<file path="config.mk">
export PLATFORM = sky130hd
export DESIGN_NAME = pc_fetch
export DESIGN_NICKNAME = d
export VERILOG_FILES = /design/src/rtl/pc_fetch.sv
export SDC_FILE = /design/constraint.sdc
export NUM_CORES = 1
export LEC_CHECK = 0
export CAP_MARGIN = 20
export CORE_MARGIN = 2
export CORE_UTILIZATION = 30
export DETAILED_ROUTE_END_ITERATION = 8
export GPL_ROUTABILITY_DRIVEN = 0
export GPL_TIMING_DRIVEN = 0
export PLACE_DENSITY = 0.65
export SLEW_MARGIN = 30
export SYNTH_ARGS = -nofsm -noshare
export SYNTH_HDL_FRONTEND = slang
export SYNTH_SLANG_ARGS = --single-unit
</file>
<file path="constraint.sdc">
create_clock -name clk -period 1.8 [get_ports clk]
set_input_delay 0.36 -clock clk [delete_from_list [all_inputs] [get_ports clk]]
set_output_delay 0.36 -clock clk [all_outputs]
set_load 0.01 [all_outputs]
</file>
<file path="src/rtl/pc_fetch.sv">
// rtl/pc_fetch.sv - instruction fetch PC sequencer with redirect and drain handling
// Issues one word read per accepted slot and presents the fetched instruction to decode.
module pc_fetch #(
  parameter logic [31:0] RESET_PC = 32'h0000_3000
) (
  input  logic        clk,
  input  logic        reset,
  input  logic        stall,
  input  logic        redir_valid,
  input  logic [31:0] redir_pc,
  output logic        im_req,
  output logic [31:0] im_addr,
  input  logic        im_ack,
  input  logic [31:0] im_rdata,
  output logic        if_valid,
  output logic [31:0] if_instr,
  output logic [31:0] if_pc,
  output logic [31:0] if_pc4,
  output logic        misalign_exc
);

  typedef enum logic [1:0] {BOOT, FETCH, DRAIN} state_t;

  state_t      state_q;
  logic [31:0] pc_q;
  logic [31:0] drain_addr_q;
  logic        if_valid_q;
  logic [31:0] if_instr_q;
  logic [31:0] if_pc_q;
  logic [31:0] if_pc4_q;
  logic        misalign_q;

  logic        accept;
  logic [31:0] pc_inc;
  logic [31:0] redir_tgt;

  assign accept    = !if_valid_q || !stall;
  assign pc_inc    = pc_q + 32'd4;
  assign redir_tgt = {redir_pc[31:2], 2'b00};

  // DRAIN keeps the abandoned address on the bus until memory acknowledges it.
  assign im_req  = ((state_q == FETCH) && accept) || (state_q == DRAIN);
  assign im_addr = (state_q == DRAIN) ? drain_addr_q : pc_q;

  assign if_valid     = if_valid_q;
  assign if_instr     = if_instr_q;
  assign if_pc        = if_pc_q;
  assign if_pc4       = if_pc4_q;
  assign misalign_exc = misalign_q;

  always_ff @(posedge clk) begin
    if (reset) begin
      state_q      <= BOOT;
      pc_q         <= RESET_PC;
      drain_addr_q <= 32'd0;
      if_valid_q   <= 1'b0;
      if_instr_q   <= 32'd0;
      if_pc_q      <= 32'd0;
      if_pc4_q     <= 32'd0;
      misalign_q   <= 1'b0;
    end else begin
      misalign_q <= redir_valid && (redir_pc[1:0] != 2'b00);
      unique case (state_q)
        BOOT: begin
          state_q <= FETCH;
          if (redir_valid) pc_q <= redir_tgt;
        end
        FETCH: begin
          if (redir_valid) begin
            pc_q       <= redir_tgt;
            if_valid_q <= 1'b0;
            // A same-cycle ack retires the old request, so only a still-open one needs draining.
            if (accept && !im_ack) begin
              state_q      <= DRAIN;
              drain_addr_q <= pc_q;
            end
          end else if (accept && im_ack) begin
            if_instr_q <= im_rdata;
            if_pc_q    <= pc_q;
            if_pc4_q   <= pc_inc;
            if_valid_q <= 1'b1;
            pc_q       <= pc_inc;
          end else if (if_valid_q && !stall) begin
            if_valid_q <= 1'b0;
          end
        end
        DRAIN: begin
          if (redir_valid) pc_q <= redir_tgt;
          if (im_ack) state_q <= FETCH;
        end
        default: state_q <= BOOT;
      endcase
    end
  end

endmodule

</file>
==> summary.md <==
| Metric | Value |
|---|---|
| Fmax | `467 MHz` |
| Clock Sinks | `156` |
| CTS buffer count | `17` |
| Combinational share of power | `18.4%` |
| Port bufs | `192` |
| Worst Reg-to-Reg Cells | `7` |
| Post-Place Cells | `1422` |
| GRT Overall Usage | `20.9%` |
| Layout Nets | `1266` |
| Reg-to-Reg End | `pc_q[26]` |
| Status | `finished, violations left` |
| Synth unique cells | `50` |
| Ys flop type | `dfxtp_1` |
| Fin worst setup slack | `-341 ps` |
| Post-place setup slack | `-1030 ps` |
| Global-route wire length before repair | `39500 um` |
| Initial antenna violation count | `0` |
| Tightest Pin Transition | `575 ps` |
| Yosys warns | `0` |
| Sequential fraction of the synthesis area | `43.8%` |
| P_int | `6510 uW` |
| Syn_area_per_cell | `7.87 um2` |
| Final Cell Area | `11500 um2` |
| Grt ovf | `0` |
| Minimum clock period | `2140 ps` |
| ANT nets after route | `0` |
| Number of vias per cell | `5.06` |
| Starting density of the core | `30.5%` |
| Area growth syn-to-layout | `61.3%` |
| WP data required | `1440 ps` |
| Hold Path Class | `in2reg` |
| Die X | `158 um` |
| I/O pins | `200` |
| Leakage power total | `0.00440 uW` |
| Final setup viols | `35` |
| Reg power frac | `41.2%` |
| Power per Cell Area | `778 nW/um2` |
| Sw frac | `27.3%` |
| Startpoint Class | `register` |
| Final hold violation count | `0` |
| Critical path peak fanout | `5` |
| Largest net degree at the start of global routing | `17` |
| Register area | `3160 um2` |
| Clk buf depth | `2` |
| Fin util | `49.2%` |
| H-Tree Depth | `4` |
| Violated checks | `setup timing` |
| Launch point of the worst path | `state_q[0]` |
| Core ar. | `23400 um2` |
| # hold bufs at CTS | `0` |
| Post-DP HPWL | `18800 um` |
| Placed Area | `9500 um2` |
| Core Rows | `56` |
| Crit path kind | `reg2out` |
| Net Switching | `2440 uW` |
| RSZ-0062 raised after global routing | `yes` |
| Crit. End Element | `output pin` |
| Clock skew | `8.10 ps` |
| Final Slew Violations | `0` |
| Clk_lat worst skew | `430 ps` |
| Layout Cells excl Fill | `1528` |
| Max_slew headroom | `61.7%` |
| Die area | `25000 um2` |
| Post-Synthesis Cells | `906` |
| Vias post-DR | `7731` |
| Tcrit/Tclk final | `119%` |
| Mapped Area | `7130 um2` |
| Post-synth EDFFs | `0` |
| Ys async rst share | `0%` |
| Clock power share | `40.4%` |
| DRC Markers | `0` |
| Routed WL per cell | `18.0 um` |
| Crit path to | `im_addr[28]` |
| Die Ht | `158 um` |
| Fill cell count | `2233` |
| Routed Wire Length | `27500 um` |
| Area taken by multi-input logic gates | `3970 um2` |
| Vias in the first global route | `7159` |
| Max VDD drop | `0.532 mV` |
| WP data arrival | `1780 ps` |
| Initial DRT Pass Iterations | `6` |
| CTS tree | `built` |
| DRT iter0 DRCs | `828` |
| Clk slew on worst S/H paths | `60 ps` |
| Worst flop-to-flop path startpoint | `pc_q[17]` |
| Hold slack | `445 ps` |
| R2R setup slack | `-50 ps` |
| Flops & latches, synth | `156` |
| Max Cap Viol | `0` |
| Antenna Cells | `0` |
| Clock root cell | `clkbuf_16` |
| Share of cells above drive strength 1 | `26.9%` |
==> cells by family after synthesis <==
| logic type | after synthesis | share of synthesized area, % |
|---|---|---|
| AOI/OAI and AO/OA | 205 | 17.5 |
| xor gates and xnor gates | 25 | 3.07 |
| adders and majority gates | 1 | 0.175 |
| buffers and inverters | 105 | 6.61 |
| DFF | 156 | 43.8 |
| muxes | 31 | 4.88 |
| other | 1 | 0.0526 |
| and+or+nand+nor | 382 | 24.0 |
==> metal layers <==
metal  GRT usage, %  routed length (um)  part of all wire (%)  up-vias
li1               -                   -                     -     3676
met1           27.0               11500                    42     3557
met2           32.9               12400                    45      412
met3           5.31                2540                   9.2       86
met4           8.97                1110                   4.0        0
met5              0                   0                     0        -
==> state kept, by name, indices dropped and copies added, names as in the netlist <==
register and cells:
if_pc 30, pc_q 30, if_pc4 30, if_valid 1, misalign_exc 1, drain_addr_q 30, state_q 2, if_instr 32
==> layout make-up <==
class | instances | share of cell area [%]
plain buffers | 91 | 5.86
well taps | 319 | 3.47
clock inverters | 13 | 1.23
clock buffers | 19 | 3.85
multi-input cells | 650 | 34.5
flip-flops and latches | 156 | 27.5
inverters | 8 | 0.261
repair buffers | 272 | 23.3
==> repair_timing <==
item / CTS / global route
buffers inserted: 34 / 43
gates cloned: 2 / 2
setup endpoints to repair: 186 / 181
resized for setup: 306 / 107
pin swaps: 18 / 32
==> per-stage QoR <==
step | TNS (ps) | power [uW]
detailed placement | -145100 | 5090
floorplan | -4.42 | 4420
finish | -8000 | 8950
global route | -9750 | 9270
global placement | -143490 | 5070
CTS | -10290 | 8840
==> power groups by stage <==
stage,registers [uW],logic (uW),clock network [uW]
after global routing,3700,1750,3830
after detailed placement,3740,1350,0
after CTS,3670,1500,3670
final,3690,1650,3620
after floorplan,3760,657,0
after global placement,3730,1340,0
==> Yosys cell counts (2+ instances only) <==
| cell | count | area, um2 |
|---|---|---|
| xor2_1 | 5 | 43.8 |
| nor2b_1 | 2 | 12.5 |
| and2_1 | 3 | 18.8 |
| a31oi_1 | 7 | 43.8 |
| and3_1 | 5 | 31.3 |
| a22oi_1 | 4 | 30.0 |
| clkbuf_1 | 58 | 218 |
| a2bb2oi_1 | 5 | 43.8 |
| dfxtp_1 | 156 | 3120 |
| nor3_1 | 10 | 50.1 |
| nand3_1 | 20 | 100 |
| nor4_1 | 10 | 62.6 |
| o32ai_1 | 2 | 17.5 |
| and4_1 | 3 | 26.3 |
| or3_1 | 5 | 31.3 |
| nor3b_1 | 3 | 22.5 |
| a22o_1 | 3 | 26.3 |
| mux2_2 | 30 | 338 |
| or4_1 | 4 | 30.0 |
| o21ai_0 | 12 | 60.1 |
| a21oi_1 | 115 | 576 |
| nand4_1 | 10 | 62.6 |
| buf_1 | 3 | 11.3 |
| nand3b_1 | 3 | 22.5 |
| nand2b_1 | 9 | 56.3 |
| a221oi_1 | 3 | 26.3 |
| buf_2 | 23 | 115 |
| o211ai_1 | 10 | 75.1 |
| and4_4 | 2 | 22.5 |
| a211oi_1 | 25 | 188 |
| a32oi_1 | 10 | 87.6 |
| a21o_1 | 2 | 15.0 |
| inv_1 | 8 | 30.0 |
| nor4_2 | 2 | 25.0 |
| a311oi_1 | 2 | 17.5 |
| xnor2_1 | 20 | 175 |
| nor2_1 | 66 | 248 |
| nand2_1 | 222 | 833 |
| buf_4 | 13 | 97.6 |
==> critical path, stage by stage, from the launching register on <==
cell and delay [ps]:
dfxtp_4 350, nand2b_4 180, buf_12 140, buf_12 120, buf_12 130, mux2_4 310
buf_6 120
==> placed cells by master (no fill, tap or decap), drive strengths merged, types with 11 or more instances in the layout <==
| master | n |
|---|---|
| a21oi | 115 |
| clkbuf | 71 |
| mux2 | 30 |
| nor2 | 66 |
| nor4 | 13 |
| nand2 | 222 |
| nand3 | 20 |
| nand4 | 11 |
| buf | 150 |
| clkdlybuf4s50 | 160 |
| a211oi | 25 |
| xnor2 | 20 |
| o21ai | 12 |
| dfxtp | 156 |
==> worst min-delay path by stage <==
stage | startpoint | to | slack, ps | depth (start not counted)
floorplan | drain_addr_q[10] | drain_addr_q[10] | 430 | 2
global placement | drain_addr_q[2] | drain_addr_q[2] | 440 | 2
detailed placement | if_instr[21] | if_instr[21] | 450 | 2
CTS | im_ack | state_q[0] | 380 | 3
global route | im_ack | state_q[0] | 460 | 3
finish | im_ack | state_q[0] | 440 | 3
Power figures use the tool's default switching activity.
